[config.mk]
export PLATFORM = sky130hd
export DESIGN_NAME = clksel_ctrl
export DESIGN_NICKNAME = d
export VERILOG_FILES = /design/src/rtl/clksel_ctrl.sv
export SDC_FILE = /design/constraint.sdc
export NUM_CORES = 1
export LEC_CHECK = 0
export ABC_AREA = 0
export ABC_CLOCK_PERIOD_IN_PS = 2530
export CAP_MARGIN = 40
export CORE_UTILIZATION = 35
export DETAILED_ROUTE_END_ITERATION = 8
export GPL_ROUTABILITY_DRIVEN = 0
export PLACE_DENSITY = 0.61
export RECOVER_POWER = 25
export SYNTH_ARGS = -nofsm -noshare
export SYNTH_HDL_FRONTEND = slang
export SYNTH_SLANG_ARGS = --single-unit
export TNS_END_PERCENT = 10
[constraint.sdc]
create_clock -name hsclk_in -period 2.53 [get_ports hsclk_in]
set_input_delay 0.759 -clock hsclk_in [delete_from_list [all_inputs] [get_ports hsclk_in]]
set_output_delay 0.759 -clock hsclk_in [all_outputs]
set_load 0.03 [all_outputs]
[src/rtl/clksel_ctrl.sv]
// clksel_ctrl: upstream controller for the PHI2 clock switch.
// Decodes each CPU cycle address into a fast/slow request, drives the switch
// select lines, stalls the CPU while the switch hands over, applies a
// slow-speed hold-off after slow accesses and owns the speed config register.
//
// state      | meaning
// -----------+------------------------------------------------------------
// ST_SLOW    | slow clock in use; divider select may be updated
// ST_TO_FAST | fast clock requested, CPU stalled, waiting for hs_ack
// ST_FAST    | fast clock in use
// ST_TO_SLOW | slow clock requested, CPU stalled, waiting for ls_ack
module clksel_ctrl #(
  parameter logic [23:0] SLOW_MASK   = 24'hFF0000,
  parameter logic [23:0] SLOW_MATCH  = 24'hFF0000,
  parameter logic [4:0]  HOLD_RST    = 5'd4,
  parameter logic [7:0]  TIMEOUT     = 8'd255,
  parameter int          SYNC_STAGES = 2
) (
  input  logic        hsclk_in,
  input  logic        rst_b,
  input  logic        cyc_valid,
  input  logic [23:0] cyc_addr,
  input  logic        hsclk_selected,
  input  logic        lsclk_selected,
  input  logic        cfg_wr,
  input  logic [7:0]  cfg_wdata,
  output logic [7:0]  cfg_rdata,
  output logic        hsclk_sel,
  output logic [1:0]  cpuclk_div_sel,
  output logic        cyc_stall,
  output logic        switch_err
);

  typedef enum logic [1:0] {
    ST_SLOW    = 2'd0,
    ST_TO_FAST = 2'd1,
    ST_FAST    = 2'd2,
    ST_TO_SLOW = 2'd3
  } state_t;

  // cfg layout: [0]=fast_en [2:1]=div [7:3]=hold
  localparam logic [7:0] CFG_RST = {HOLD_RST, 2'b00, 1'b0};

  state_t                 r_state;
  logic                   r_hsclk_sel;
  logic                   r_stall;
  logic                   r_err;
  logic [7:0]             r_to_cnt;
  logic [4:0]             r_hold_cnt;
  logic [7:0]             r_cfg;
  logic [1:0]             r_div_pend;
  logic [1:0]             r_div_sel;
  logic [SYNC_STAGES-1:0] r_hs_sync;
  logic [SYNC_STAGES-1:0] r_ls_sync;

  state_t     w_state_nxt;
  logic       w_hsclk_sel_nxt;
  logic       w_stall_nxt;
  logic       w_err_set;
  logic [7:0] w_to_cnt_nxt;
  logic [4:0] w_hold_cnt_nxt;
  logic       w_hs_ack;
  logic       w_ls_ack;
  logic       w_fast_en;
  logic [4:0] w_hold_cfg;
  logic       w_slow_req;
  logic [7:0] w_to_inc;
  logic       w_timeout;

  assign w_hs_ack   = r_hs_sync[SYNC_STAGES-1];
  assign w_ls_ack   = r_ls_sync[SYNC_STAGES-1];
  assign w_fast_en  = r_cfg[0];
  assign w_hold_cfg = r_cfg[7:3];
  // Decode always uses the registered cfg, so a same-cycle write is seen next access.
  assign w_slow_req = !w_fast_en || ((cyc_addr & SLOW_MASK) == SLOW_MATCH);
  // Timeout fires on the wait cycle whose incremented count reaches TIMEOUT.
  assign w_to_inc   = r_to_cnt + 8'd1;
  assign w_timeout  = (w_to_inc == TIMEOUT);

  // Synchronise the asynchronous switch status lines into hsclk_in.
  always_ff @(posedge hsclk_in or negedge rst_b) begin
    if (!rst_b) begin
      r_hs_sync <= '0;
      r_ls_sync <= '0;
    end else begin
      r_hs_sync <= {r_hs_sync[SYNC_STAGES-2:0], hsclk_selected};
      r_ls_sync <= {r_ls_sync[SYNC_STAGES-2:0], lsclk_selected};
    end
  end

  // Config register, staged divider, and divider apply gated to the slow state.
  always_ff @(posedge hsclk_in or negedge rst_b) begin
    if (!rst_b) begin
      r_cfg      <= CFG_RST;
      r_div_pend <= 2'b00;
      r_div_sel  <= 2'b00;
    end else begin
      if (cfg_wr) begin
        r_cfg      <= cfg_wdata;
        r_div_pend <= cfg_wdata[2:1];
      end
      // Divider only moves while the fast clock is deselected.
      if (r_state == ST_SLOW) begin
        r_div_sel <= r_div_pend;
      end
    end
  end

  // FSM state and registered outputs.
  always_ff @(posedge hsclk_in or negedge rst_b) begin
    if (!rst_b) begin
      r_state     <= ST_SLOW;
      r_hsclk_sel <= 1'b0;
      r_stall     <= 1'b0;
      r_err       <= 1'b0;
      r_to_cnt    <= 8'd0;
      r_hold_cnt  <= 5'd0;
    end else begin
      r_state     <= w_state_nxt;
      r_hsclk_sel <= w_hsclk_sel_nxt;
      r_stall     <= w_stall_nxt;
      r_to_cnt    <= w_to_cnt_nxt;
      r_hold_cnt  <= w_hold_cnt_nxt;
      // A cfg write clears the sticky error and wins over a same-cycle set.
      if (cfg_wr) begin
        r_err <= 1'b0;
      end else if (w_err_set) begin
        r_err <= 1'b1;
      end
    end
  end

  // Next-state decode, switch requests, timeout and hold-off bookkeeping.
  always_comb begin
    w_state_nxt     = r_state;
    w_hsclk_sel_nxt = r_hsclk_sel;
    w_stall_nxt     = r_stall;
    w_to_cnt_nxt    = r_to_cnt;
    w_hold_cnt_nxt  = r_hold_cnt;
    w_err_set       = 1'b0;
    case (r_state)
      ST_SLOW: begin
        if (cyc_valid) begin
          if (w_slow_req) begin
            w_hold_cnt_nxt = w_hold_cfg;
          end else if (r_hold_cnt != 5'd0) begin
            w_hold_cnt_nxt = r_hold_cnt - 5'd1;
          end else begin
            w_hsclk_sel_nxt = 1'b1;
            w_stall_nxt     = 1'b1;
            w_to_cnt_nxt    = 8'd0;
            w_state_nxt     = ST_TO_FAST;
          end
        end
      end
      ST_TO_FAST: begin
        if (cyc_valid) begin
          w_err_set = 1'b1;
        end
        if (w_hs_ack) begin
          w_stall_nxt = 1'b0;
          w_state_nxt = ST_FAST;
        end else if (w_timeout) begin
          w_err_set   = 1'b1;
          w_stall_nxt = 1'b0;
          w_state_nxt = ST_FAST;
        end else begin
          w_to_cnt_nxt = w_to_inc;
        end
      end
      ST_FAST: begin
        if (cyc_valid && w_slow_req) begin
          w_hsclk_sel_nxt = 1'b0;
          w_stall_nxt     = 1'b1;
          w_to_cnt_nxt    = 8'd0;
          w_hold_cnt_nxt  = w_hold_cfg;
          w_state_nxt     = ST_TO_SLOW;
        end
      end
      ST_TO_SLOW: begin
        if (cyc_valid) begin
          w_err_set = 1'b1;
        end
        if (w_ls_ack) begin
          w_stall_nxt = 1'b0;
          w_state_nxt = ST_SLOW;
        end else if (w_timeout) begin
          w_err_set   = 1'b1;
          w_stall_nxt = 1'b0;
          w_state_nxt = ST_SLOW;
        end else begin
          w_to_cnt_nxt = w_to_inc;
        end
      end
      default: begin
        w_hsclk_sel_nxt = 1'b0;
        w_stall_nxt     = 1'b0;
        w_state_nxt     = ST_SLOW;
      end
    endcase
  end

  assign cfg_rdata      = r_cfg;
  assign hsclk_sel      = r_hsclk_sel;
  assign cpuclk_div_sel = r_div_sel;
  assign cyc_stall      = r_stall;
  assign switch_err     = r_err;

endmodule

Word level (Yosys, flattened, before mapping)
Cells that the tools add are included.
{"block": "totals", "ff_bits": 34, "out_inout_bits": 13, "word_cells": 78}
{"block": "classes", "addsub": 2, "eq_ne": 14, "mux": 39, "reduce_logical": 12}
{"operator": "2-to-1 mux 8 bit", "n": 7}
{"operator": "case mux 8 bit (4 select lines)", "n": 1}
{"operator": "2-to-1 mux 5 bit", "n": 4}
{"operator": "equality test 8 bit (second input constant)", "n": 2}
{"operator": "2-to-1 mux 2 bit", "n": 8}
{"operator": "2-to-1 mux 1 bit", "n": 14}
{"operator": "inequality test 2 bit (second input constant)", "n": 6}
{"operator": "AND reduction 6 bit", "n": 2}
{"operator": "case mux 5 bit (2 select lines)", "n": 1}
{"operator": "adder 8 x 1 -> 8 bit (second input constant)", "n": 1}
{"operator": "case mux 2 bit (4 select lines)", "n": 1}
{"operator": "AND reduction 4 bit", "n": 2}
{"operator": "inequality test 3 bit (second input constant)", "n": 2}
{"operator": "AND reduction 5 bit", "n": 1}
{"operator": "nonzero test 5 bit", "n": 1}
{"operator": "subtractor 5 x 1 -> 5 bit (second input constant)", "n": 1}
{"operator": "equality test 2 bit (second input constant)", "n": 2}
{"operator": "case mux 1 bit (2 select lines)", "n": 2}
{"operator": "case mux 1 bit (4 select lines)", "n": 1}
{"operator": "nonzero test 2 bit", "n": 2}
{"operator": "inequality test 3 x 2 -> 1 bit (second input constant)", "n": 1}
{"operator": "equality test 2 x 1 -> 1 bit (second input constant)", "n": 1}
{"operator": "logical NOT 2 bit", "n": 1}
{"operator": "logical AND 1 bit", "n": 1}
{"operator": "2 further kinds", "n": 2}

Depth between registers and ports, before layout
{"block": "logic_depth", "ltp_word": 7, "mapped_depth": 8, "mapped_depth_nobuf": 7}

Worst setup path after synthesis
Ideal clock, no wire load.
{"block": "synth_timing", "path_type": "input port to flip-flop", "startpoint": "input cyc_addr[22]", "endpoint": "register r_to_cnt[2]", "setup_ps": 95, "arrival_ps": 1908, "slack_ps": 527, "stages": 6, "path_cell_list": "nand4_1 -> o21ai_0 -> o2bb2ai_1 -> or3_1 -> buf_2 -> o31ai_1"}
{"block": "synth_via", "elab_chain_cells": 5, "elab_cells_between_ends": 6}
{"item": "start, declared", "line": "22", "rtl": "input logic [23:0] cyc_addr,"}
{"item": "equality test 8 bit *", "line": "75", "rtl": "assign w_slow_req = !w_fast_en || ((cyc_addr & SLOW_MASK) == SLOW_MATCH);"}
{"item": "logical OR 1 bit *", "line": "75"}
{"item": "logical AND 1 bit", "line": "172", "rtl": "if (cyc_valid && w_slow_req) begin"}
{"item": "inequality test 2 bit (no source line)"}
{"item": "AND reduction 6 bit (no source line) *"}
{"item": "end signal, assigned", "line": "122", "rtl": "r_to_cnt <= w_to_cnt_nxt;"}
{"item": "end, declared", "line": "48", "rtl": "logic [7:0] r_to_cnt;"}
Every way passes the cells marked *; elsewhere a longest branch is shown, timed or not.
A chain may end at the register's enable or synchronous reset.

Worst setup path after layout
{"block": "layout_timing", "startpoint": "input cyc_addr[19]", "endpoint": "register r_to_cnt[6]"}
The elaborated chain is that of the path after synthesis.

==> reports/metrics.csv <==
stage,metric,value,unit
logic_synthesis,top post-synthesis cells by area,"dfrtp_1 47%, mux2_2 7.6%, ha_1 6.9%",
timing,period utilization,0.946,
layout,share of cells above drive strength 1,0.167,
logic_synthesis,ys async rst share,1.00,
layout,Multi-input gate area,778,um2
layout,ant diodes,0,
critical_path,CP required,2.71,ns
power_and_ir_drop,Clock power frac,0.183,
layout,Layout area overhead,34.6,%
clocking,Post-CTS Setup Inserts,0,
clocking,Sinks on Clock Net,32,
clocking,clock slew at reported path FFs,0.07,ns
floorplan,die area,4960,um2
timing,final critical-path required period,2.39,ns
global_routing,total track usage,0.171,
place,Port Buffers,34,
power_and_ir_drop,Seq pwr share,0.336,
power_and_ir_drop,Logic pwr share,0.480,
power_and_ir_drop,VDD IR-drop max,0.481,mV
timing,Achievable Freq,0.418,GHz
global_routing,first-pass GRT wire length,6.51,mm
layout,Layout Nets,249,
logic_synthesis,post-synthesis cell area,1640,um2
floorplan,initial core utilization,0.369,
logic_synthesis,register area share after synthesis,0.489,
power_and_ir_drop,Power Total,2.24,mW
clocking,CTS tree,built,
layout,most frequent cells in the layout,"31 x dfrtp_1, 31 x clkdlybuf4s50_1, 13 x inv_1, 13 x nor2_1, 11 x mux2_2",
floorplan,io pins,51,
detailed_routing,drt total wl,3.81,mm
timing,minimum hold slack,0.348,ns
detailed_routing,DRT iter0 DRCs,37,
global_routing,number of global-route vias before repair,1375,
power_and_ir_drop,Sw Share,0.396,
logic_synthesis,top-area cell type share of the netlist area,0.473,
clocking,CTS Buf Count,5,
status,failing checks,DRC,
timing,unrepaired setup endpoints after global routing,false,
clocking,Clock Path Buffers,2,
critical_path,crit start category,input pin,
floorplan,die outline height,70.5,um
power_and_ir_drop,Int Power,1.35,mW
clocking,number of H-tree levels,2,
timing,skew final,0.00448,ns
layout,fin util,0.497,
timing,Slew headroom,0.463,
power_and_ir_drop,net switching power,0.888,mW
critical_path,Crit path arrival time,2.57,ns
detailed_routing,DRC viols,2,
global_routing,initial antenna violation count,0,
critical_path,Crit Path Class,input pin to flop,
layout,fillcell total,421,
floorplan,site row count,24,
clocking,# hold bufs at CTS,0,
detailed_routing,drt via density,5.33,
logic_synthesis,Mapped Cells,154,
logic_synthesis,post-synth top area cell,dfrtp_1,
detailed_routing,via count,1358,
timing,final setup margin,0.136,ns
floorplan,core area,4440,um2
logic_synthesis,"Net Count, Synth",201,
job,Max Cap Viol,0,
logic_synthesis,Ys Warns,0,
logic_synthesis,Cell variety after synth,38,
global_routing,largest net degree at the start of global routing,33,
floorplan,Die Span X,70.5,um
timing,Final setup violation count,0,
clocking,clk root buf,clkbuf_8,
critical_path,maximum fanout along the worst path,6,
place,dpl hpwl,2.80,mm
min_path,Hold Path Class,flop to flop,
detailed_routing,ANT nets after route,0,
logic_synthesis,Mean Syn Cell Area,10.7,um2
detailed_routing,DRT Pass-1 Iters,6,
power_and_ir_drop,pwr/cell area,1020,nW/um2
global_routing,global route total overflow,0,
clocking,CTS-repair resized insts,0,
timing,final setup TNS,0,ns
logic_synthesis,Yosys reg bits,32,
timing,worst-margin pin slew,0.806,ns
logic_synthesis,count of flip-flops with a built-in enable after synthesis,0,
critical_path,crit end category,flop,
detailed_routing,Routed WL per cell,14.9,um
layout,flip-flop and latch area,802,um2
status,outcome,"finished, violations left",
timing,final hold vios,0,
logic_synthesis,Most used DFF post-synth,dfrtp_1,
place,Place WS,-0.239,ns
timing,Slew Limit Fails,0,
clocking,clk_lat worst skew,0.29,ns
power_and_ir_drop,Leak,0.963,nW
==> state kept, by name, summed over array words and instances (netlist names) <==
signal	count
r_ls_sync	2
switch_err	1
r_to_cnt	8
hsclk_sel	1
cyc_stall	1
r_state	2
r_hs_sync	2
cpuclk_div_sel	2
r_hold_cnt	5
cfg_rdata	8
==> synthesized netlist by cell type (all sizes together) (2+ instances only) <==
cell type  number
dfrtp          31
inv            13
nor2           13
mux2           11
o31ai          10
ha              9
o21ai           9
a21oi           5
nand2           5
nand3           4
and3            3
clkbuf          3
mux2i           3
nor3            3
o22ai           3
o2bb2ai         3
a31oi           2
nand2b          2
nand4           2
nor3b           2
xnor2           2
==> through the flow <==
| step | cells | area [um2] |
|---|---|---|
| final | 255 | 2210 |
| after global routing | 255 | 2210 |
| after CTS | 255 | 2200 |
| after detailed placement | 247 | 2110 |
| after global placement | 247 | 2110 |
| after floorplan | 154 | 1640 |
==> worst paths after layout <==
path                            cells past startpoint  slack, ns                       to                      start
worst max-delay path                                6       0.14  r_to_cnt[6]$_DFFE_PN0P_               cyc_addr[19]
worst min-delay path                                0       0.35   r_ls_sync[1]$_DFF_PN0_     r_ls_sync[0]$_DFF_PN0_
max in group asynchronous                           2       0.94   r_hs_sync[1]$_DFF_PN0_                      rst_b
min in group asynchronous                           2       1.08  r_to_cnt[3]$_DFFE_PN0P_                      rst_b
worst min register to register                      0       0.35   r_ls_sync[1]$_DFF_PN0_     r_ls_sync[0]$_DFF_PN0_
worst max register to register                      7       0.36  r_to_cnt[6]$_DFFE_PN0P_  r_hold_cnt[0]$_DFFE_PN0P_
==> routing by layer <==
layer | track usage | up-vias | wire, um
li1 | - | 660 | -
met1 | 0.198 | 667 | 1680
met2 | 0.288 | 26 | 1910
met3 | 0.0577 | 5 | 167
met4 | 0.0703 | 0 | 51
met5 | 0 | - | 0
==> layout make-up <==
| class | instances | share of cell area |
|---|---|---|
| flip-flops and latches | 32 | 0.363 |
| multi-input cells | 105 | 0.353 |
| repair buffers | 45 | 0.190 |
| clock buffers | 6 | 0.0374 |
| well taps | 52 | 0.0295 |
| inverters | 13 | 0.0221 |
| clock inverters | 2 | 0.00454 |
==> power groups by stage <==
stage | clock [mW] | combinational, mW | sequential [mW]
6_report | 0.411 | 1.08 | 0.754
5_1_grt | 0.449 | 1.20 | 0.770
4_1_cts | 0.427 | 1.07 | 0.754
3_5_place_dp | 0 | 1.07 | 0.762
3_3_place_gp | 0 | 1.03 | 0.752
2_1_floorplan | 0 | 0.601 | 0.838
==> cell families (layout without fill, tap and decap cells) <==
| group | after synthesis | count (layout) | share of synthesized area |
|---|---|---|---|
| AND/OR/NAND/NOR | 38 | 38 | 0.120 |
| flip-flops | 32 | 32 | 0.489 |
| AO/OA/AOI/OAI | 42 | 42 | 0.179 |
| buffers and inverters | 17 | 66 | 0.0397 |
| XOR/XNOR | 2 | 2 | 0.0107 |
| adder cells (fa/ha/maj) | 9 | 9 | 0.0687 |
| multiplexers | 14 | 14 | 0.0938 |
==> critical path, cell delays in order <==
cell	delay (ns)
clkdlybuf4s50_1	0.45
nand4_1	0.13
o21ai_0	0.26
o2bb2ai_1	0.21
or3_4	0.48
o31ai_1	0.29
Note: power is estimated with default switching activity, not from simulation.
